[src/rtl/comp_scan_pkg.sv]
// Shared types and widths for the minimum-cost scan block.
// Holds: scan FSM encoding, one-hot compare result, and default widths.
// No logic lives here; all timing/backpressure behaviour is in comp_scan.
package comp_scan_pkg;

  localparam int CMP_W = 16;
  localparam int ID_W  = 4;
  localparam int MAX_N = 16;

  typedef enum logic [1:0] {IDLE, SCAN, HOLD} scan_state_t;

  // Exactly one of lt/eq/gt is set for any pair of operands.
  typedef struct packed {
    logic lt;
    logic eq;
    logic gt;
  } cmp_res_t;

endpackage

[src/rtl/comp_scan_if.sv]
// Candidate stream in, scan result out, both valid/ready.
// Pure wiring, no latency.
// master drives candidates and out_ready; slave drives in_ready and results.
interface comp_scan_if
  import comp_scan_pkg::*;
#(
  parameter int W    = CMP_W,
  parameter int IW   = ID_W,
  parameter int MAXN = MAX_N,
  parameter int CW   = $clog2(MAXN + 1)
);

  logic          in_valid;
  logic          in_ready;
  logic [W-1:0]  in_cost;
  logic [IW-1:0] in_id;
  logic          in_last;
  logic          out_valid;
  logic          out_ready;
  logic [W-1:0]  out_cost;
  logic [IW-1:0] out_id;
  logic [CW-1:0] out_count;
  logic          out_tie;
  logic          out_ovf;

  modport master (
    output in_valid, in_cost, in_id, in_last, out_ready,
    input  in_ready, out_valid, out_cost, out_id, out_count, out_tie, out_ovf
  );

  modport slave (
    input  in_valid, in_cost, in_id, in_last, out_ready,
    output in_ready, out_valid, out_cost, out_id, out_count, out_tie, out_ovf
  );

endinterface

[src/rtl/comp_scan_cmp_mag.sv]
// Unsigned magnitude compare of a against b, one-hot lt/eq/gt result.
// Purely combinational, zero latency.
// No handshake; result follows the operands.
module cmp_mag
  import comp_scan_pkg::*;
#(
  parameter int W = CMP_W
) (
  input  logic [W-1:0] a,
  input  logic [W-1:0] b,
  output cmp_res_t     res
);

  // Full-width unsigned relations; exactly one holds.
  always_comb begin
    res.lt = (a < b);
    res.eq = (a == b);
    res.gt = (a > b);
  end

endmodule

[src/rtl/comp_scan.sv]
// Sequential minimum-cost selector over a (cost, id) candidate stream.
// Result valid 1 clk after the last candidate is accepted.
// in_ready low only while a result is held; next scan starts the cycle after the result handshake.
module comp_scan
  import comp_scan_pkg::*;
#(
  parameter int W    = CMP_W,
  parameter int IW   = ID_W,
  parameter int MAXN = MAX_N
) (
  input logic        clk,
  input logic        rst,
  comp_scan_if.slave bus
);

  localparam int CW = $clog2(MAXN + 1);

  scan_state_t   state, state_n;
  logic [W-1:0]  best, best_n;
  logic [IW-1:0] bid, bid_n;
  logic [CW-1:0] count, count_n;
  logic          tie, tie_n;
  logic          ovf, ovf_n;
  logic          accept;
  cmp_res_t      cmp;

  cmp_mag #(.W(W)) u_cmp (
    .a   (bus.in_cost),
    .b   (best),
    .res (cmp)
  );

  // Next-state and handshake decode; ready depends on state only.
  always_comb begin
    state_n       = state;
    best_n        = best;
    bid_n         = bid;
    count_n       = count;
    tie_n         = tie;
    ovf_n         = ovf;
    bus.in_ready  = (state != HOLD);
    bus.out_valid = (state == HOLD);
    accept        = bus.in_valid & bus.in_ready;
    case (state)
      IDLE: begin
        if (accept) begin
          best_n  = bus.in_cost;
          bid_n   = bus.in_id;
          count_n = CW'(1);
          tie_n   = 1'b0;
          ovf_n   = 1'b0;
          state_n = bus.in_last ? HOLD : SCAN;
        end
      end
      SCAN: begin
        if (accept) begin
          // Strictly smaller replaces; equal keeps the earlier id but marks a tie.
          if (cmp.lt) begin
            best_n = bus.in_cost;
            bid_n  = bus.in_id;
          end
          if (cmp.eq) tie_n = 1'b1;
          // Count saturates; any beat beyond MAXN flags overflow.
          if (count == CW'(MAXN)) ovf_n = 1'b1;
          else                    count_n = count + CW'(1);
          if (bus.in_last) state_n = HOLD;
        end
      end
      HOLD: begin
        if (bus.out_ready) state_n = IDLE;
      end
      default: state_n = IDLE;
    endcase
  end

  // State and scan registers; reset discards any partial scan or pending result.
  always_ff @(posedge clk or posedge rst) begin
    if (rst) begin
      state <= IDLE;
      best  <= '0;
      bid   <= '0;
      count <= '0;
      tie   <= 1'b0;
      ovf   <= 1'b0;
    end else begin
      state <= state_n;
      best  <= best_n;
      bid   <= bid_n;
      count <= count_n;
      tie   <= tie_n;
      ovf   <= ovf_n;
    end
  end

  assign bus.out_cost  = best;
  assign bus.out_id    = bid;
  assign bus.out_count = count;
  assign bus.out_tie   = tie;
  assign bus.out_ovf   = ovf;

endmodule

[src/flat_wrapper.sv]
// flat-port wrapper written by rule: the top's interface ports become plain ports
module comp_scan_flat import comp_scan_pkg::*;
#(
  parameter int W    = CMP_W,
  parameter int IW   = ID_W,
  parameter int MAXN = MAX_N
)
  (clk, rst, bus_in_valid, bus_in_cost, bus_in_id, bus_in_last, bus_out_ready, bus_in_ready, bus_out_valid, bus_out_cost, bus_out_id, bus_out_count, bus_out_tie, bus_out_ovf);
  comp_scan_if #(.W(W), .IW(IW), .MAXN(MAXN)) bus_i ();
  input logic clk;
  input logic rst;
  input wire logic [$bits(bus_i.in_valid)-1:0] bus_in_valid;
  input wire logic [$bits(bus_i.in_cost)-1:0] bus_in_cost;
  input wire logic [$bits(bus_i.in_id)-1:0] bus_in_id;
  input wire logic [$bits(bus_i.in_last)-1:0] bus_in_last;
  input wire logic [$bits(bus_i.out_ready)-1:0] bus_out_ready;
  output wire logic [$bits(bus_i.in_ready)-1:0] bus_in_ready;
  output wire logic [$bits(bus_i.out_valid)-1:0] bus_out_valid;
  output wire logic [$bits(bus_i.out_cost)-1:0] bus_out_cost;
  output wire logic [$bits(bus_i.out_id)-1:0] bus_out_id;
  output wire logic [$bits(bus_i.out_count)-1:0] bus_out_count;
  output wire logic [$bits(bus_i.out_tie)-1:0] bus_out_tie;
  output wire logic [$bits(bus_i.out_ovf)-1:0] bus_out_ovf;
  assign bus_i.in_valid = bus_in_valid;
  assign bus_i.in_cost = bus_in_cost;
  assign bus_i.in_id = bus_in_id;
  assign bus_i.in_last = bus_in_last;
  assign bus_i.out_ready = bus_out_ready;
  assign bus_in_ready = bus_i.in_ready;
  assign bus_out_valid = bus_i.out_valid;
  assign bus_out_cost = bus_i.out_cost;
  assign bus_out_id = bus_i.out_id;
  assign bus_out_count = bus_i.out_count;
  assign bus_out_tie = bus_i.out_tie;
  assign bus_out_ovf = bus_i.out_ovf;
  comp_scan #(.W(W), .IW(IW), .MAXN(MAXN)) u_core (.clk(clk), .rst(rst), .bus(bus_i));
endmodule
[config.mk]
export PLATFORM = sky130hd
export DESIGN_NAME = comp_scan_flat
export DESIGN_NICKNAME = d
export VERILOG_FILES = /design/src/rtl/comp_scan_pkg.sv /design/src/rtl/comp_scan_if.sv /design/src/rtl/comp_scan_cmp_mag.sv /design/src/rtl/comp_scan.sv /design/src/flat_wrapper.sv
export SDC_FILE = /design/constraint.sdc
export NUM_CORES = 1
export LEC_CHECK = 0
export BUFFER_PORTS_ARGS = -buffer_cell sky130_fd_sc_hd__buf_2
export CAP_MARGIN = 10
export CELL_PAD_IN_SITES_DETAIL_PLACEMENT = 1
export CELL_PAD_IN_SITES_GLOBAL_PLACEMENT = 2
export CORE_MARGIN = 8
export CORE_UTILIZATION = 32
export DETAILED_ROUTE_END_ITERATION = 10
export GPL_ROUTABILITY_DRIVEN = 0
export HOLD_SLACK_MARGIN = 0.06
export PLACE_DENSITY_LB_ADDON = 0.25
export SLEW_MARGIN = 20
export SYNTH_ARGS = -nofsm -noshare
export SYNTH_HDL_FRONTEND = slang
export SYNTH_SLANG_ARGS = --single-unit
[constraint.sdc]
create_clock -name clk -period 3.8 [get_ports clk]
set_clock_uncertainty 0.05 [all_clocks]
set_input_delay 0.57 -clock clk [delete_from_list [all_inputs] [get_ports clk]]
set_output_delay 0.57 -clock clk [all_outputs]
set_load 0.1 [all_outputs]
==> metrics <==
status completed; post-CTS setup buffers 0; DP Wirelength about 3.4 mm; Clock Latency Late Sink 280 ps; Period minus WS final 2720 ps; fill cell count 587; cell taking the most area after synthesis dfrtp_1; HP Class input pin to async pin; CTS HTree Levels 2; slowest cell delay on critical path 510 ps; total track usage 11.7%; largest net degree at the start of global routing 29; Avg Vias per Cell between 4 and 5; Max Cap Violations 0; Critical Path Sink Type register; DR iter-0 viols 22; IO Pins 54; initial cell density of the core 32.5%; Worst Max-Slew Pin Slew 625 ps; sequential element share of the synthesized area roughly 45%; DRT Pass-1 Iters 4; worst-path cell chain inv_1, ha_1, nand4_2, nor4_2, o21ai_1, a41oi_2, buf_4, mux2_2; core area 4980 µm²; syn avg cell area around 11 µm²; Resized cells post-CTS 0; clock tree buffer depth 2; crit path max-delay cell type a41oi_2; CP required between 3000 and 4000 ps; DIE AREA ~7600 µm²; Setup crit start kind register; share of layout cells above drive strength 1 roughly two fifths; antenna violations before repair 0; critical path class register to register; Final Cycle Share just over 70%; RSZ-0062 raised after global routing false; Yosys warnings 0; Hold-fix buffers, CTS 0; first-pass GRT wire length 6.93 mm; Max Clk Rate between 300 and 400 MHz; commonest cells after routing, fill and taps aside buf_2, dfrtp_1, inv_1; total grt overflow 0; Synth area leaders dfrtp_1, ha_1, mux2_2; commonest non-fill, non-tap cell in the layout buf_2; Worst EP arrival 2830 ps; area fraction of the dominant cell type after synthesis between 40% and 50%; diode count 0; crit-path max FO 11; chip height 87.1 µm; Post-Route WL 4.15 mm; Distinct cells, synth 24; Slew Viols, Final 0; Post-Syn Area 1620 µm²; Final Net Count approximately 260; PortBufs 53; endpoints failing setup 0; post-route setup TNS 0 ps; DR WL/cell 14.6 µm; syn nets approximately 200; P&R area growth vs syn 26.4%; row count 26; CTS tree built; Synth Instances about 150; Relative slew margins about three fifths; Hold Vio Cnt, Final 0; Worst-path clk slew approximately 70 ps; DRC Markers 0; Yosys reg bits 29; Root Driver clkbuf_8; Antenna Nets Post-Route 0; vias in the first global route 1473; CTS buffer count 5; via count approximately 1300; Die X 87.1 µm; TritonCTS Sinks 29
[worst max-delay path, delay by kind of cell, from the launching register on]
family | cells | cell delay (ps)
DFF | 1 | 370
muxes | 1 | 360
buffers and inverters | 2 | 370
and+or+nand+nor | 2 | 490
adders and majority gates | 1 | 310
AOI/OAI and AO/OA | 2 | 650
[flip-flops by register name, summed over array words and instances, names as in the netlist]
name / count
u_core.state: 2
u_core.bus.out_count: 5
u_core.bus.out_tie: 1
u_core.bus.out_id: 4
u_core.bus.out_ovf: 1
u_core.bus.out_cost: 16
[synth_stat cells]
cell      number
mux2_1         3
nand2b_1       2
nor2b_1        3
o31ai_1        2
nor3_1         2
dfrtp_1       29
nand4_2        1
nand2_1       18
inv_1         22
a41oi_2        1
clkbuf_1       1
a21o_1         1
mux2_2        17
nor4_2         2
o22ai_1        1
ha_1          18
nand3_1        3
a32o_1         1
nor2_1         8
nand4_1        1
a21oi_1       10
o21ai_1        1
buf_6          2
o21ai_0        5
[final cells by class]
| class | instances | area [µm²] | share of cell area [%] |
|---|---|---|---|
| Multi-Input combinational cell | 100 | 783 | 38.3 |
| Sequential cell | 29 | 726 | 35.5 |
| Timing Repair Buffer | 55 | 280 | 13.7 |
| Tap cell | 70 | 87.6 | 4.28 |
| Inverter | 22 | 82.6 | 4.04 |
| Clock buffer | 5 | 68.8 | 3.36 |
| Clock inverter | 3 | 17.5 | 0.856 |
[cell families (layout without fill, tap and decap cells)]
logic type,after synthesis,count (layout),share of synthesized area (%)
buffers and inverters,25,85,6.73
AOI/OAI and AO/OA,22,22,8.35
adders and majority gates,18,18,13.9
and+or+nand+nor,40,40,12.2
muxes,20,20,13.9
DFF,29,29,44.9
[through the flow]
step	setup slack, ps	utilization (%)	cells	hold slack, ps	area [µm²]
final	1080	41.1	284	310	2050
after global routing	862	41.1	284	347	2050
after floorplan	1060	-	154	415	1620
after global placement	903	39.4	276	422	1960
after CTS	1030	41.1	284	430	2050
after detailed placement	772	39.4	276	443	1960
[metal layers]
layer  up-vias  share of wire (%)  GRT usage (%)
met3         7                6.8           4.81
li1        638                  -              -
met5         -                  0              0
met4         0                1.2           3.28
met1       627                 40           12.2
met2        33                 52           21.2
[worst paths after layout]
| check | start | endpoint | slack [ps] | cells past startpoint |
|---|---|---|---|---|
| worst max-delay path | u_core.bus.out_cost[13] | u_core.bus.out_cost[6] | 1080 | 8 |
| worst min-delay path | rst | u_core.bus.out_id[1] | 310 | 2 |
| worst max register to register | u_core.bus.out_cost[13] | u_core.bus.out_cost[6] | 1080 | 8 |
| worst min register to register | u_core.bus.out_id[2] | u_core.bus.out_id[2] | 440 | 1 |
| max in group asynchronous | rst | u_core.state[0] | 2890 | 3 |
| min in group clk | bus_out_ready | u_core.state[1] | 440 | 2 |
Power is left out: the tool's default activity adds up to more than one toggle a clock period on the data nets, which glitch-free logic cannot reach.
